**src/rtl/demux_sequencer_pkg.sv**
```systemverilog
// demux_sequencer_pkg: shared state encoding and channel count for the demux sequencer
package demux_sequencer_pkg;
  localparam int NCH = 4;
  typedef enum logic [1:0] {
    IDLE = 2'd0,
    SEEK = 2'd1,
    SEND = 2'd2,
    GAP  = 2'd3
  } state_t;
endpackage

```
**src/rtl/demux_sequencer_if.sv**
```systemverilog
// demux_sequencer_if: valid/ready serial bit stream into the sequencer
interface demux_sequencer_if;
  logic in_bit;
  logic in_valid;
  logic in_ready;
  modport master (output in_bit, output in_valid, input in_ready);
  modport slave (input in_bit, input in_valid, output in_ready);
endinterface

```
**src/rtl/demux_sequencer_rr_pick4.sv**
```systemverilog
// rr_pick4: first set mask bit after last, scanning round-robin over four channels
module rr_pick4
  import demux_sequencer_pkg::*;
(
  input  logic [NCH-1:0] mask,
  input  logic [1:0]     last,
  output logic [1:0]     next,
  output logic           found
);
  // Descending scan so the nearest candidate after last wins.
  always_comb begin
    next = last;
    for (int i = NCH; i >= 1; i--)
      if (mask[last + 2'(i)]) next = last + 2'(i);
  end
  assign found = |mask;
endmodule

```
**src/rtl/demux_sequencer.sv**
```systemverilog
// demux_sequencer: slices a serial stream into per-channel slots and drives the 4-way demux
module demux_sequencer
  import demux_sequencer_pkg::*;
#(
  parameter int SLOT_BITS  = 8,
  parameter int GAP_CYCLES = 1
) (
  input  logic              clk,
  input  logic              rst_n,
  input  logic              en,
  input  logic [NCH-1:0]    ch_mask,
  demux_sequencer_if.slave  stream,
  output logic [1:0]        selector,
  output logic              signal,
  output logic              strobe,
  output logic              slot_start,
  output logic              busy
);
  localparam int CNT_W = $clog2(SLOT_BITS + GAP_CYCLES + 1);
  state_t state, state_n;
  logic [1:0] last_ch, pick;
  logic [CNT_W-1:0] bit_cnt, gap_cnt;
  logic found, load, xfer, last_bit, gap_done;
  rr_pick4 u_pick (.mask(ch_mask), .last(last_ch), .next(pick), .found(found));
  assign last_bit = bit_cnt == CNT_W'(SLOT_BITS - 1);
  assign gap_done = gap_cnt == CNT_W'(GAP_CYCLES - 1);
  assign stream.in_ready = state == SEND;
  assign busy = state != IDLE;
  always_ff @(posedge clk) begin
    if (!rst_n) state <= IDLE;
    else state <= state_n;
  end
  always_comb begin
    load = state == SEEK && en && found;
    xfer = state == SEND && stream.in_valid;
    state_n = state;
    case (state)
      IDLE: state_n = en && found ? SEEK : IDLE;
      SEEK: state_n = load ? SEND : IDLE;
      SEND: state_n = xfer && last_bit ? (GAP_CYCLES > 0 ? GAP : SEEK) : SEND;
      GAP:  state_n = gap_done ? SEEK : GAP;
    endcase
  end
  // last_ch resets to 3 so the first round-robin scan begins at channel 0.
  always_ff @(posedge clk) begin
    if (!rst_n) begin
      selector   <= 2'd0;
      last_ch    <= 2'd3;
      signal     <= 1'b0;
      strobe     <= 1'b0;
      slot_start <= 1'b0;
      bit_cnt    <= '0;
      gap_cnt    <= '0;
    end else begin
      strobe     <= xfer;
      slot_start <= load;
      if (load) begin
        selector <= pick;
        last_ch  <= pick;
      end
      if (xfer) signal <= stream.in_bit;
      bit_cnt <= load || (xfer && last_bit) ? '0 : bit_cnt + CNT_W'(xfer);
      gap_cnt <= state == GAP && !gap_done ? gap_cnt + CNT_W'(1) : '0;
    end
  end
endmodule

```
**src/flat_wrapper.sv**
```systemverilog
// flat-port wrapper written by rule: the top's interface ports become plain ports
module demux_sequencer_flat import demux_sequencer_pkg::*;
#(
  parameter int SLOT_BITS  = 8,
  parameter int GAP_CYCLES = 1
)
  (clk, rst_n, en, ch_mask, selector, signal, strobe, slot_start, busy, stream_in_bit, stream_in_valid, stream_in_ready);
  demux_sequencer_if stream_i ();
  input  logic clk;
  input  logic rst_n;
  input  logic en;
  input  logic [NCH-1:0] ch_mask;
  output logic [1:0] selector;
  output logic signal;
  output logic strobe;
  output logic slot_start;
  output logic busy;
  input wire logic [$bits(stream_i.in_bit)-1:0] stream_in_bit;
  input wire logic [$bits(stream_i.in_valid)-1:0] stream_in_valid;
  output wire logic [$bits(stream_i.in_ready)-1:0] stream_in_ready;
  assign stream_i.in_bit = stream_in_bit;
  assign stream_i.in_valid = stream_in_valid;
  assign stream_in_ready = stream_i.in_ready;
  demux_sequencer #(.SLOT_BITS(SLOT_BITS), .GAP_CYCLES(GAP_CYCLES)) u_core (.clk(clk), .rst_n(rst_n), .en(en), .ch_mask(ch_mask), .stream(stream_i), .selector(selector), .signal(signal), .strobe(strobe), .slot_start(slot_start), .busy(busy));
endmodule
```
**config.mk**
```make
export PLATFORM = sky130hd
export DESIGN_NAME = demux_sequencer_flat
export DESIGN_NICKNAME = d
export VERILOG_FILES = /design/src/rtl/demux_sequencer_pkg.sv /design/src/rtl/demux_sequencer_if.sv /design/src/rtl/demux_sequencer_rr_pick4.sv /design/src/rtl/demux_sequencer.sv /design/src/flat_wrapper.sv
export SDC_FILE = /design/constraint.sdc
export NUM_CORES = 1
export LEC_CHECK = 0
export CAP_MARGIN = 15
export CORE_ASPECT_RATIO = 0.75
export CORE_MARGIN = 2
export CORE_UTILIZATION = 40
export CTS_BUF_LIST = sky130_fd_sc_hd__clkbuf_4 sky130_fd_sc_hd__clkbuf_8 sky130_fd_sc_hd__clkbuf_16
export CTS_CLUSTER_DIAMETER = 50
export DETAILED_ROUTE_END_ITERATION = 7
export PLACE_DENSITY = 0.74
export SLEW_MARGIN = 20
export SYNTH_ARGS = -nofsm -noshare
export SYNTH_HDL_FRONTEND = slang
export SYNTH_SLANG_ARGS = --single-unit
```
**constraint.sdc**
```tcl
create_clock -name clk -period 1.94 [get_ports clk]
set_input_delay 0.291 -clock clk [delete_from_list [all_inputs] [get_ports clk]]
set_output_delay 0.291 -clock clk [all_outputs]
set_load 0.005 [all_outputs]
```
==> metrics.md <==
| Metric | Value |
|---|---|
| Status | `finished clean` |
| Chain of cells forming the critical path | `or2_2 > clkdlybuf4s50_1` |
| Die Ht | `42.8 um` |
| Setup slack, reg-to-reg | `0.45 ns` |
| Nets@finish | `115` |
| Layout cell share with drive strength beyond 1 | `9.90%` |
| H-tree levels | `1` |
| Power consumption | `0.645 mW` |
| Met3 wire length | `129 um` |
| Worst Hold Endpoint | `u_core.selector[1]$_SDFFE_PN0P_` |
| DR WL/cell | `12.3 um` |
| Synth-to-Final Area Change | `24.8%` |
| Top cells by area, synth | `dfxtp_1, ha_1, nor2_1, a2111oi_4, nand4bb_4` |
| Max Cap Violations | `0` |
| Fin crit share | `92.0%` |
| Inserted Diodes | `0` |
| Met1 WL | `765 um` |
| Max clock buf depth | `2` |
| Cell count of the worst hold path | `2` |
| Vias in the first global route | `530` |
| Synth Cell Area | `802 um2` |
| First-pass detailed-route iteration total | `5` |
| FF-to-FF path depth | `4` |
| Setup repair bufs after CTS | `0` |
| Setup crit start kind | `register` |
| Final Util | `55.4%` |
| Met2 Wirelength | `613 um` |
| Die Span X | `55.7 um` |
| Post-route cell area | `1000 um2` |
| Final WL | `1520 um` |
| Total global-route track usage | `13.4%` |
| Hold Path Class | `reg -> reg` |
| Final Slew Violations | `0` |
| Mean number of vias per cell | `5.11` |
| CTS tree | `yes` |
| Synth top area share | `42.4%` |
| Via count | `629` |
| Placed standard-cell area | `971 um2` |
| Clk_skew | `0.00416 ns` |
| Worst slew pin tran | `0.413 ns` |
| Clock root buffer | `clkbuf_4` |
| Max transition margin | `72.4%` |
| Placed insts | `119` |
| Crit path DAT | `1.49 ns` |
| CP Capture Type | `output port` |
| First-pass GRT wire length | `2420 um` |
| Buf/Inv on CP | `1` |
| Row count | `13` |
| Area leader, netlist | `dfxtp_1` |
| Tmin final | `1.78 ns` |
| Net Count, Synth | `97` |
| Mean post-synth cell area | `9.55 um2` |
| # setup viols final | `0` |
| Core Box Area | `1810 um2` |
| # hold bufs at CTS | `0` |
| Clk slew on worst S/H paths | `0.09 ns` |
| Hold Path Origin | `u_core.selector[1]$_SDFFE_PN0P_` |
| IO buf count | `15` |
| Sink Count | `17` |
| CP max stage delay | `0.45 ns` |
| Seq/Total Area, Yosys | `42.4%` |
| Post-synth cell types | `31` |
| Yosys reg bits | `17` |
| Peak VDD IR | `398 uV` |
| Skew-Pair Late Insertion Delay | `0.29 ns` |
| RSZ-0062 raised after global routing | `no` |
| Final cell count without fillers | `123` |
| Antenna violations before repair | `0` |
| Slowest library cell on the worst path | `clkdlybuf4s50_1` |
| Yosys warnings | `0` |
| RD Place Congestion | `0.898` |
| DP HPWL | `1140 um` |
| Power Density | `645 nW/um2` |
| Initial DRC count | `12` |
| DR top layer | `met4` |
| Initial Util | `44.4%` |
| Total CTS buffers | `3` |
| Final hold violation count | `0` |
| Die footprint | `2380 um2` |
| Worst EP required | `1.65 ns` |
| Synth Instances | `84` |
| Grt ovf | `0` |
| Post_cts resized | `0` |
| CP delay by family, top | `buffers and inverters` |
| Largest net degree at the start of global routing | `14` |
| Io pins | `16` |
| Worst r2r src | `u_core.state[0]$_SDFF_PN0_` |
| Worst reg2reg endpoint | `u_core.bit_cnt[1]$_SDFF_PP0_` |
| DRC | `0` |
| Worst Setup Path Type | `reg -> out` |
| F_max | `560 MHz` |
| Fill cells | `172` |
| Antenna Nets Post-Route | `0` |
| Leak | `0.377 nW` |
| CP max FO | `8` |
| Setup TNS | `0 ns` |
[cells by family after synthesis]
logic type | count (synthesis) | share of synthesized area, %
muxes | 1 | 1.25
and+or+nand+nor | 42 | 32.1
AOI/OAI and AO/OA | 11 | 11.1
xor gates and xnor gates | 4 | 4.37
adders and majority gates | 4 | 6.24
buffers and inverters | 5 | 2.49
DFF | 17 | 42.4
[Yosys cell counts, drive strengths merged]
master and number:
a2111oi 1, a21boi 2, a21oi 4, and2 4, and3 1, and3b 1, and4b 1, and4bb 1
buf 1, clkbuf 1, dfxtp 17, ha 4, inv 3, mux2i 1, nand2 6, nand2b 4
nand3 5, nand3b 1, nand4 1, nand4bb 1, nor2 10, nor2b 3, nor4 1, o211ai 1
o21ai 2, o32ai 1, or2 2, xnor2 2, xor2 2
[final cells by class]
class	instances	area [um2]	area share [%]
clock buffer	4	30.0	3.00
inverter	3	11.3	1.13
multi-input combinational	62	442	44.1
sequential	17	340	34.0
tap	22	27.5	2.75
timing repair buffer	15	150	15.0
[metrics by stage]
step	worst slack, ns	hold slack [ns]
after floorplan	0.496	0.430
after global placement	0.136	0.443
after detailed placement	0.130	0.459
after CTS	0.152	0.472
after global routing	0.112	0.502
final	0.156	0.467
[how the worst max path moves through the flow]
stage,endpoint,slack [ns],depth (start not counted),from
6_report,busy,0.16,2,u_core.state[0]$_SDFF_PN0_
3_5_place_dp,u_core.last_ch[0]$_SDFFE_PN1P_,0.13,5,ch_mask[3]
3_3_place_gp,u_core.last_ch[0]$_SDFFE_PN1P_,0.14,5,ch_mask[0]
5_1_grt,busy,0.11,2,u_core.state[0]$_SDFF_PN0_
2_1_floorplan,u_core.bit_cnt[1]$_SDFF_PP0_,0.50,5,u_core.state[0]$_SDFF_PN0_
4_1_cts,busy,0.15,2,u_core.state[0]$_SDFF_PN0_
[cell usage in the layout (no fill, tap or decap), types with 2 or more instances in the layout]
cell,synthesis,layout
ha_1,4,4
clkbuf_4,0,4
xor2_1,2,2
nor2b_1,3,3
clkdlybuf4s50_1,0,15
or2_2,2,2
nand3_1,5,5
and2_1,4,4
xnor2_1,2,2
dfxtp_1,17,17
nand2_1,6,6
inv_1,3,3
nand2b_1,4,4
a21oi_1,4,4
nor2_1,10,10
[metal layers]
metal	vias up	track usage, %
met1	284	20.0
met5	-	0
met3	2	6.71
met2	23	16.4
li1	320	-
met4	0	2.93
[flip-flops by register name (all words and copies together) (netlist names)]
| signal | count |
|---|---|
| u_core.gap_cnt | 4 |
| u_core.signal | 1 |
| u_core.bit_cnt | 4 |
| u_core.last_ch | 2 |
| u_core.state | 2 |
| u_core.strobe | 1 |
| u_core.selector | 2 |
| u_core.slot_start | 1 |
[worst reg2reg max path: cells and delay by family, from the launching register on]
family / cells / cell delay, ns
AND/OR/NAND/NOR: 2 / 0.41
adder cells (fa/ha/maj): 2 / 0.49
flip-flops: 1 / 0.50
[report_power, final]
part,internal (mW),switching (mW)
combinational,0.0450,0.0316
sequential,0.357,0.00938
clock,0.0942,0.108
No activity file was read; power rests on OpenSTA's default activity.
